$ cat src/rtl/vram_pkg.sv
// rtl/vram_pkg.sv - shared widths, video latency, CPU FSM states and byte-enable type for the VRAM arbiter
package vram_pkg;

    localparam int AW_DEF  = 12;
    localparam int DW_DEF  = 16;
    localparam int VID_LAT = 2;

    typedef enum logic [1:0] {
        IDLE     = 2'd0,
        CPU_SLOT = 2'd1,
        CPU_DATA = 2'd2,
        CPU_ACK  = 2'd3
    } state_e;

    typedef logic [1:0] be_t;

endpackage

$ cat src/rtl/vram_arbiter_if.sv
// rtl/vram_arbiter_if.sv - requester, arbiter and RAM-side signals of the VRAM arbiter
interface vram_arbiter_if import vram_pkg::*; #(
    parameter int AW = AW_DEF,
    parameter int DW = DW_DEF
) ();

    logic          vid_req;
    logic [AW-1:0] vid_addr;
    logic          vid_valid;
    logic [DW-1:0] vid_data;
    logic          vid_blank;
    logic          cpu_req;
    logic          cpu_we;
    be_t           cpu_be;
    logic [AW-1:0] cpu_addr;
    logic [DW-1:0] cpu_wdata;
    logic          cpu_ack;
    logic [DW-1:0] cpu_rdata;
    logic [AW-1:0] ram_addr;
    be_t           ram_we;
    logic [DW-1:0] ram_wdata;
    logic [DW-1:0] ram_rdata;

    modport slave (
        input  vid_req, vid_addr, vid_blank,
        input  cpu_req, cpu_we, cpu_be, cpu_addr, cpu_wdata,
        input  ram_rdata,
        output vid_valid, vid_data, cpu_ack, cpu_rdata,
        output ram_addr, ram_we, ram_wdata
    );

    modport master (
        output vid_req, vid_addr, vid_blank,
        output cpu_req, cpu_we, cpu_be, cpu_addr, cpu_wdata,
        input  vid_valid, vid_data, cpu_ack, cpu_rdata
    );

    modport mem (
        input  ram_addr, ram_we, ram_wdata,
        output ram_rdata
    );

endinterface

$ cat src/rtl/vram_arbiter.sv
// rtl/vram_arbiter.sv - single-port VRAM arbiter, fixed-latency scanout port over a req/ack CPU port
// Optional macro VRAM_SNOW_FREE_EN: CPU granted only while vid_blank is high.
module vram_arbiter import vram_pkg::*; #(
    parameter int AW = AW_DEF,
    parameter int DW = DW_DEF
) (
    input logic           clock,
    input logic           rst,
    vram_arbiter_if.slave bus
);

    state_e               state_q, state_d;
    logic                 eligible;
    logic                 cpu_grant;
    logic                 cpu_ack;
    logic                 cpu_capture;
    logic [VID_LAT-1:0]   vid_pipe_q;
    logic                 vid_valid_q;
    logic [DW-1:0]        vid_data_q;
    logic [DW-1:0]        cpu_rdata_q;
    logic [AW-1:0]        ram_addr_q, ram_addr_d;
    be_t                  ram_we_q, ram_we_d;
    logic [DW-1:0]        ram_wdata_q, ram_wdata_d;

`ifdef VRAM_SNOW_FREE_EN
    assign eligible = bus.vid_blank;
`else
    logic unused_vid_blank;
    assign unused_vid_blank = bus.vid_blank;
    assign eligible         = 1'b1;
`endif

    // Scanout always owns the slot; the CPU only takes an otherwise idle one.
    assign cpu_grant = (state_q == IDLE) && bus.cpu_req && eligible && !bus.vid_req;

    always_ff @(posedge clock or posedge rst) begin
        if (rst) begin
            state_q <= IDLE;
        end else begin
            state_q <= state_d;
        end
    end

    always_comb begin
        state_d = state_q;
        case (state_q)
            IDLE:     if (cpu_grant) state_d = CPU_SLOT;
            CPU_SLOT: state_d = CPU_DATA;
            CPU_DATA: state_d = CPU_ACK;
            CPU_ACK:  state_d = IDLE;
            default:  state_d = IDLE;
        endcase
    end

    always_comb begin
        cpu_ack     = 1'b0;
        cpu_capture = 1'b0;
        case (state_q)
            CPU_DATA: cpu_capture = 1'b1;
            CPU_ACK:  cpu_ack     = 1'b1;
            default:  ;
        endcase
    end

    always_comb begin
        ram_addr_d  = ram_addr_q;
        ram_we_d    = '0;
        ram_wdata_d = ram_wdata_q;
        if (bus.vid_req) begin
            ram_addr_d = bus.vid_addr;
        end else if (cpu_grant) begin
            ram_addr_d  = bus.cpu_addr;
            ram_we_d    = bus.cpu_we ? bus.cpu_be : '0;
            ram_wdata_d = bus.cpu_wdata;
        end
    end

    always_ff @(posedge clock or posedge rst) begin
        if (rst) begin
            ram_addr_q  <= '0;
            ram_we_q    <= '0;
            ram_wdata_q <= '0;
            vid_pipe_q  <= '0;
            vid_valid_q <= 1'b0;
            vid_data_q  <= '0;
            cpu_rdata_q <= '0;
        end else begin
            ram_addr_q  <= ram_addr_d;
            ram_we_q    <= ram_we_d;
            ram_wdata_q <= ram_wdata_d;
            vid_pipe_q  <= {vid_pipe_q[VID_LAT-2:0], bus.vid_req};
            vid_valid_q <= vid_pipe_q[VID_LAT-1];
            if (vid_pipe_q[VID_LAT-1]) begin
                vid_data_q <= bus.ram_rdata;
            end
            if (cpu_capture) begin
                cpu_rdata_q <= bus.ram_rdata;
            end
        end
    end

    assign bus.ram_addr  = ram_addr_q;
    assign bus.ram_we    = ram_we_q;
    assign bus.ram_wdata = ram_wdata_q;
    assign bus.vid_valid = vid_valid_q;
    assign bus.vid_data  = vid_data_q;
    assign bus.cpu_ack   = cpu_ack;
    assign bus.cpu_rdata = cpu_rdata_q;

endmodule

$ cat src/flat_wrapper.sv
// flat-port wrapper written by rule: the top's interface ports become plain ports
module vram_arbiter_flat import vram_pkg::*;
#(
    parameter int AW = AW_DEF,
    parameter int DW = DW_DEF
)
  (clock, rst, bus_vid_req, bus_vid_addr, bus_vid_blank, bus_cpu_req, bus_cpu_we, bus_cpu_be, bus_cpu_addr, bus_cpu_wdata, bus_ram_rdata, bus_vid_valid, bus_vid_data, bus_cpu_ack, bus_cpu_rdata, bus_ram_addr, bus_ram_we, bus_ram_wdata);
  vram_arbiter_if #(.AW(AW), .DW(DW)) bus_i ();
  input logic clock;
  input logic rst;
  input wire logic [$bits(bus_i.vid_req)-1:0] bus_vid_req;
  input wire logic [$bits(bus_i.vid_addr)-1:0] bus_vid_addr;
  input wire logic [$bits(bus_i.vid_blank)-1:0] bus_vid_blank;
  input wire logic [$bits(bus_i.cpu_req)-1:0] bus_cpu_req;
  input wire logic [$bits(bus_i.cpu_we)-1:0] bus_cpu_we;
  input wire logic [$bits(bus_i.cpu_be)-1:0] bus_cpu_be;
  input wire logic [$bits(bus_i.cpu_addr)-1:0] bus_cpu_addr;
  input wire logic [$bits(bus_i.cpu_wdata)-1:0] bus_cpu_wdata;
  input wire logic [$bits(bus_i.ram_rdata)-1:0] bus_ram_rdata;
  output wire logic [$bits(bus_i.vid_valid)-1:0] bus_vid_valid;
  output wire logic [$bits(bus_i.vid_data)-1:0] bus_vid_data;
  output wire logic [$bits(bus_i.cpu_ack)-1:0] bus_cpu_ack;
  output wire logic [$bits(bus_i.cpu_rdata)-1:0] bus_cpu_rdata;
  output wire logic [$bits(bus_i.ram_addr)-1:0] bus_ram_addr;
  output wire logic [$bits(bus_i.ram_we)-1:0] bus_ram_we;
  output wire logic [$bits(bus_i.ram_wdata)-1:0] bus_ram_wdata;
  assign bus_i.vid_req = bus_vid_req;
  assign bus_i.vid_addr = bus_vid_addr;
  assign bus_i.vid_blank = bus_vid_blank;
  assign bus_i.cpu_req = bus_cpu_req;
  assign bus_i.cpu_we = bus_cpu_we;
  assign bus_i.cpu_be = bus_cpu_be;
  assign bus_i.cpu_addr = bus_cpu_addr;
  assign bus_i.cpu_wdata = bus_cpu_wdata;
  assign bus_i.ram_rdata = bus_ram_rdata;
  assign bus_vid_valid = bus_i.vid_valid;
  assign bus_vid_data = bus_i.vid_data;
  assign bus_cpu_ack = bus_i.cpu_ack;
  assign bus_cpu_rdata = bus_i.cpu_rdata;
  assign bus_ram_addr = bus_i.ram_addr;
  assign bus_ram_we = bus_i.ram_we;
  assign bus_ram_wdata = bus_i.ram_wdata;
  vram_arbiter #(.AW(AW), .DW(DW)) u_core (.clock(clock), .rst(rst), .bus(bus_i));
endmodule
$ cat config.mk
export PLATFORM = sky130hd
export DESIGN_NAME = vram_arbiter_flat
export DESIGN_NICKNAME = d
export VERILOG_FILES = /design/src/rtl/vram_pkg.sv /design/src/rtl/vram_arbiter_if.sv /design/src/rtl/vram_arbiter.sv /design/src/flat_wrapper.sv
export SDC_FILE = /design/constraint.sdc
export NUM_CORES = 1
export LEC_CHECK = 0
export ABC_CLOCK_PERIOD_IN_PS = 2400
export CELL_PAD_IN_SITES_DETAIL_PLACEMENT = 0
export CELL_PAD_IN_SITES_GLOBAL_PLACEMENT = 1
export CORE_UTILIZATION = 31
export CTS_CLUSTER_SIZE = 10
export DETAILED_ROUTE_END_ITERATION = 8
export PLACE_DENSITY_LB_ADDON = 0.08
export SLEW_MARGIN = 20
export SYNTH_ARGS = -nofsm -noshare
export SYNTH_HDL_FRONTEND = slang
export SYNTH_SLANG_ARGS = --single-unit
export TNS_END_PERCENT = 10
$ cat constraint.sdc
create_clock -name clock -period 2.4 [get_ports clock]
set_input_delay 0.48 -clock clock [delete_from_list [all_inputs] [get_ports clock]]
set_output_delay 0.48 -clock clock [all_outputs]
set_load 0.05 [all_outputs]
==> run summary, run 1 <==
In the final routed layout, each cell accounts on average for 13.73 um. Clock-pin slew was measured on the worst setup and hold paths at 0.07 ns. For this run, the top clock speed supported by timing is 0.4664 GHz. Setup repair after global routing left no endpoint under its margin. In this run the tightest slew margin relative to its limit is 51.94%. The first TritonRoute pass finished after 4 iterations. In this run the critical register-to-register path is launched from u_core.state_q[0]. Detailed placement ended at an HPWL of 4084 um.

The buffers plus inverters on the worst setup path works out to 1. The tools report the initial antenna violation count as 0. The worst setup path is launched from a flip-flop. The share of layout cells above drive strength 1 works out to 22.47%. The detailed-route vias per instance works out to 4.382. Via count: 1845. The synthesized design contains 67 register bits.

The aggregate negative setup slack was 0 ns; the residual antenna-violating net count after detailed routing was 0. The tools report the number of rows in the core area as 33. The DRC marker count from the first detailed-route iteration was 49; the number of distinct standard cells referenced by the synthesized netlist was 20. The number of warning messages in the yosys log is 0. Buffers inserted to repair hold after CTS numbered 0. The final antenna diode count came out at 0.

Cell count along the critical path: 2. A synthesized cell averages 14.93 um^2. For this design the top-level I/O count stands at 128. The clock insertion delay at the later pin of the skew report came out at 0.34 ns. The run gives 953.1 uV as the largest voltage drop on the vdd net. The tools report the total DRC errors in the routed layout as 0.

The number of I/O port buffers came out at 126. The wire length of the first global-routing pass was 9356 um; the worst path setup slack after routing was 0.2558 ns. The sum of routed wire length over all layers is 5781 um.

Relative to the synthesized area, the layout overhead comes to 60.45%. The count of cells resized by post-cts repair is 0, and the cell count after placement is 405. The kind of cell with the highest combined delay along the critical path is buffers and inverters.

For the CTS sink count, the log shows 67. For the number of nets in the finished design, the log shows 378. The worst register-to-register path ends at u_core.bus.ram_addr[4]. At the worst endpoint, the arrival time is 1.66 ns.

Overall power consumption after layout is estimated at 5.528 mW. TritonCTS built the clock tree. The path category of the worst min-delay check was flip-flop to flip-flop.

In this run the cell area of the synthesized design comes to 2658 um^2. The highest net fanout along the worst path is 3, and the number of post-CTS setup repair buffers is 0. The number of failing setup endpoints in the final timing report was 0. The cell with the largest stage delay on the worst path was clkdlybuf4s50_1. At the pin with the least slew margin, the transition time is 0.7209 ns. Synthesis produced a netlist with a net count of 245. At the end of routability-driven placement, the weighted congestion stood at 0.6816. The count of endpoints failing hold in the final timing report is 0. The run gives 0 as the number of pins with negative max-slew slack in the final report.

The flow ran to the end, and the final reports show no timing, DRC or antenna violations. For the area inside the core boundary, the log shows 8258 um^2. By startpoint and endpoint, the worst setup path is classified as flip-flop to output port. The largest stage delay on the critical path works out to 0.81 ns. The sequential element share of the synthesized area is 63.09%.

After the flow finishes, the layout carries non-filler instances totaling 421. The routed design could run at a clock period as short as 2.144 ns. The number of buffers on the longest clock path came out at 2. The tools report the first element of the critical path as u_core.state_q[0]. The analysis attributes to cell leakage a power of 1.884 nW. The die covers 8947 um^2. The signal on the critical path passes through ha_1, clkdlybuf4s50_1. Entering global routing, the biggest net connects 45 pins. The via count of the first global-routing pass was 1896. The tools report the clock root buffer as clkbuf_8. The number of levels the H-tree was split into is 3, and the total congestion overflow is 0.

In this run the vertical extent of the chip is 94.59 um. The cell count after synthesis is 178, and the horizontal extent of the die is 94.59 um. Prior to clock tree synthesis, the placed netlist has a worst setup slack of 0.4902 ns. In the global route stage, overall resource usage came out at 13.99%.

The share of the clock period used by the worst path was 89.34%; the effective utilization at floorplan was 32.18%. Setup slack on the worst reg-to-reg path comes out at 0.85 ns. For the worst flop-to-flop path, the logic depth is 5. The number of violations of the max-capacitance limit is 0, and the required time of the critical path is 1.92 ns. The ratio of total power to cell area works out to 1296 nW/um^2. STA classifies the critical path endpoint as an output port. The run gives 0.006221 ns as the worst clock skew. The TritonCTS buffer count is 9. The most critical setup path has its endpoint at bus_cpu_ack.
[synth_stat cells]
library cell,instances,share of area [%]
buf_6,1,0.42
dfrtp_1,67,63
mux2_4,10,5.6
clkbuf_1,2,0.28
a21oi_1,1,0.19
nand2_1,13,1.8
nand2_4,1,0.42
buf_2,4,0.75
buf_4,1,0.28
ha_1,3,1.4
o31ai_1,1,0.28
nor2_1,3,0.42
and4_1,1,0.33
mux2i_1,12,4.5
nor2b_1,1,0.24
o21ai_0,13,2.4
nor2b_4,1,0.52
mux2_2,38,16
nand2_2,1,0.24
inv_1,4,0.56
[cell usage in the layout (no fill, tap or decap), types with 2 or more instances in the layout]
master / synthesis / final
clkdlybuf4s50_1: 0 / 126
dfrtp_1: 67 / 67
mux2_2: 38 / 38
nand2_1: 13 / 13
o21ai_0: 13 / 13
mux2i_1: 12 / 12
mux2_4: 10 / 10
clkbuf_8: 0 / 9
inv_1: 4 / 3
nor2_1: 3 / 3
ha_1: 3 / 3
buf_4: 1 / 3
clkinv_4: 0 / 2
bufinv_16: 0 / 2
[cell type report]
| cell class | instances | area, um^2 |
|---|---|---|
| Timing Repair Buffer | 130 | 1304 |
| Clock buffer | 10 | 127.6 |
| Clock inverter | 6 | 90.09 |
| Inverter | 4 | 15.01 |
| Sequential cell | 67 | 1677 |
| Multi-Input combinational cell | 99 | 919.6 |
| Fill cell | 771 | 3994 |
| Tap cell | 105 | 131.4 |
[sequential cells by signal, indices dropped and copies added, names as in the netlist]
name,flops
u_core.bus.vid_valid,1
u_core.bus.cpu_rdata,16
u_core.bus.vid_data,16
u_core.state_q,2
u_core.bus.ram_addr,12
u_core.bus.ram_wdata,16
u_core.bus.ram_we,2
u_core.vid_pipe_q,2
[how the worst min path moves through the flow]
| stage | from | to | slack [ns] | cells past startpoint |
|---|---|---|---|---|
| final | u_core.vid_pipe_q[0] | u_core.vid_pipe_q[1] | 0.35 | 0 |
| after global routing | u_core.vid_pipe_q[0] | u_core.vid_pipe_q[1] | 0.35 | 0 |
| after CTS | u_core.vid_pipe_q[0] | u_core.vid_pipe_q[1] | 0.35 | 0 |
| after detailed placement | u_core.vid_pipe_q[0] | u_core.vid_pipe_q[1] | 0.34 | 0 |
| after global placement | u_core.vid_pipe_q[0] | u_core.vid_pipe_q[1] | 0.33 | 0 |
| after floorplan | u_core.vid_pipe_q[0] | u_core.vid_pipe_q[1] | 0.33 | 0 |
[metrics by stage]
stage	hold slack [ns]	util, %	instance area, um^2
2_1_floorplan	0.3312	-	2658
3_3_place_gp	0.3340	49.00	4046
3_5_place_dp	0.3363	49.00	4046
4_1_cts	0.3532	51.64	4264
5_1_grt	0.3535	51.64	4264
6_report	0.3517	51.64	4264
[power by group]
group | switching, mW | leakage, nW | total (mW) | internal [mW]
clock network | 0.428 | 0.106 | 1.01 | 0.587
registers | 0.194 | 0.798 | 1.69 | 1.49
logic | 1.71 | 0.979 | 2.83 | 1.12
[cells by family (layout without fill, tap and decap cells)]
group,Yosys count,count (layout),share of synthesized area (%)
AOI/OAI and AO/OA,15,15,2.919
buffers and inverters,12,150,2.307
DFF,67,67,63.09
adders and majority gates,3,3,1.413
and+or+nand+nor,21,21,4.002
muxes,60,60,26.27
[routing by layer]
| layer | vias to the layer above | wire length, um | part of all wire, % | GRT usage [%] |
|---|---|---|---|---|
| li1 | 883 | - | - | - |
| met1 | 873 | 2547 | 44 | 17.62 |
| met2 | 80 | 2613 | 45 | 21.14 |
| met3 | 9 | 542 | 9.4 | 6.683 |
| met4 | 0 | 77 | 1.3 | 4.545 |
| met5 | - | 0 | 0 | 0 |
Note: power is estimated with default switching activity, not from simulation.
==> inputs of run 2 (changes only) <==
--- a/config.mk
+++ b/config.mk
@@ -12,7 +12,7 @@
 export CTS_CLUSTER_SIZE = 10
 export DETAILED_ROUTE_END_ITERATION = 8
 export PLACE_DENSITY_LB_ADDON = 0.08
-export SLEW_MARGIN = 20
+export SLEW_MARGIN = 40
 export SYNTH_ARGS = -nofsm -noshare
 export SYNTH_HDL_FRONTEND = slang
 export SYNTH_SLANG_ARGS = --single-unit
==> results of run 2 <==
Final layout, timing and power as in run 1 (identical DEF).
==> inputs of run 3 (changes only) <==
--- a/config.mk
+++ b/config.mk
@@ -11,6 +11,7 @@
 export CORE_UTILIZATION = 31
 export CTS_CLUSTER_SIZE = 10
 export DETAILED_ROUTE_END_ITERATION = 8
+export HOLD_SLACK_MARGIN = 0.02
 export PLACE_DENSITY_LB_ADDON = 0.08
 export SLEW_MARGIN = 40
 export SYNTH_ARGS = -nofsm -noshare
==> results of run 3 <==
Final layout, timing and power as in run 1 (identical DEF).
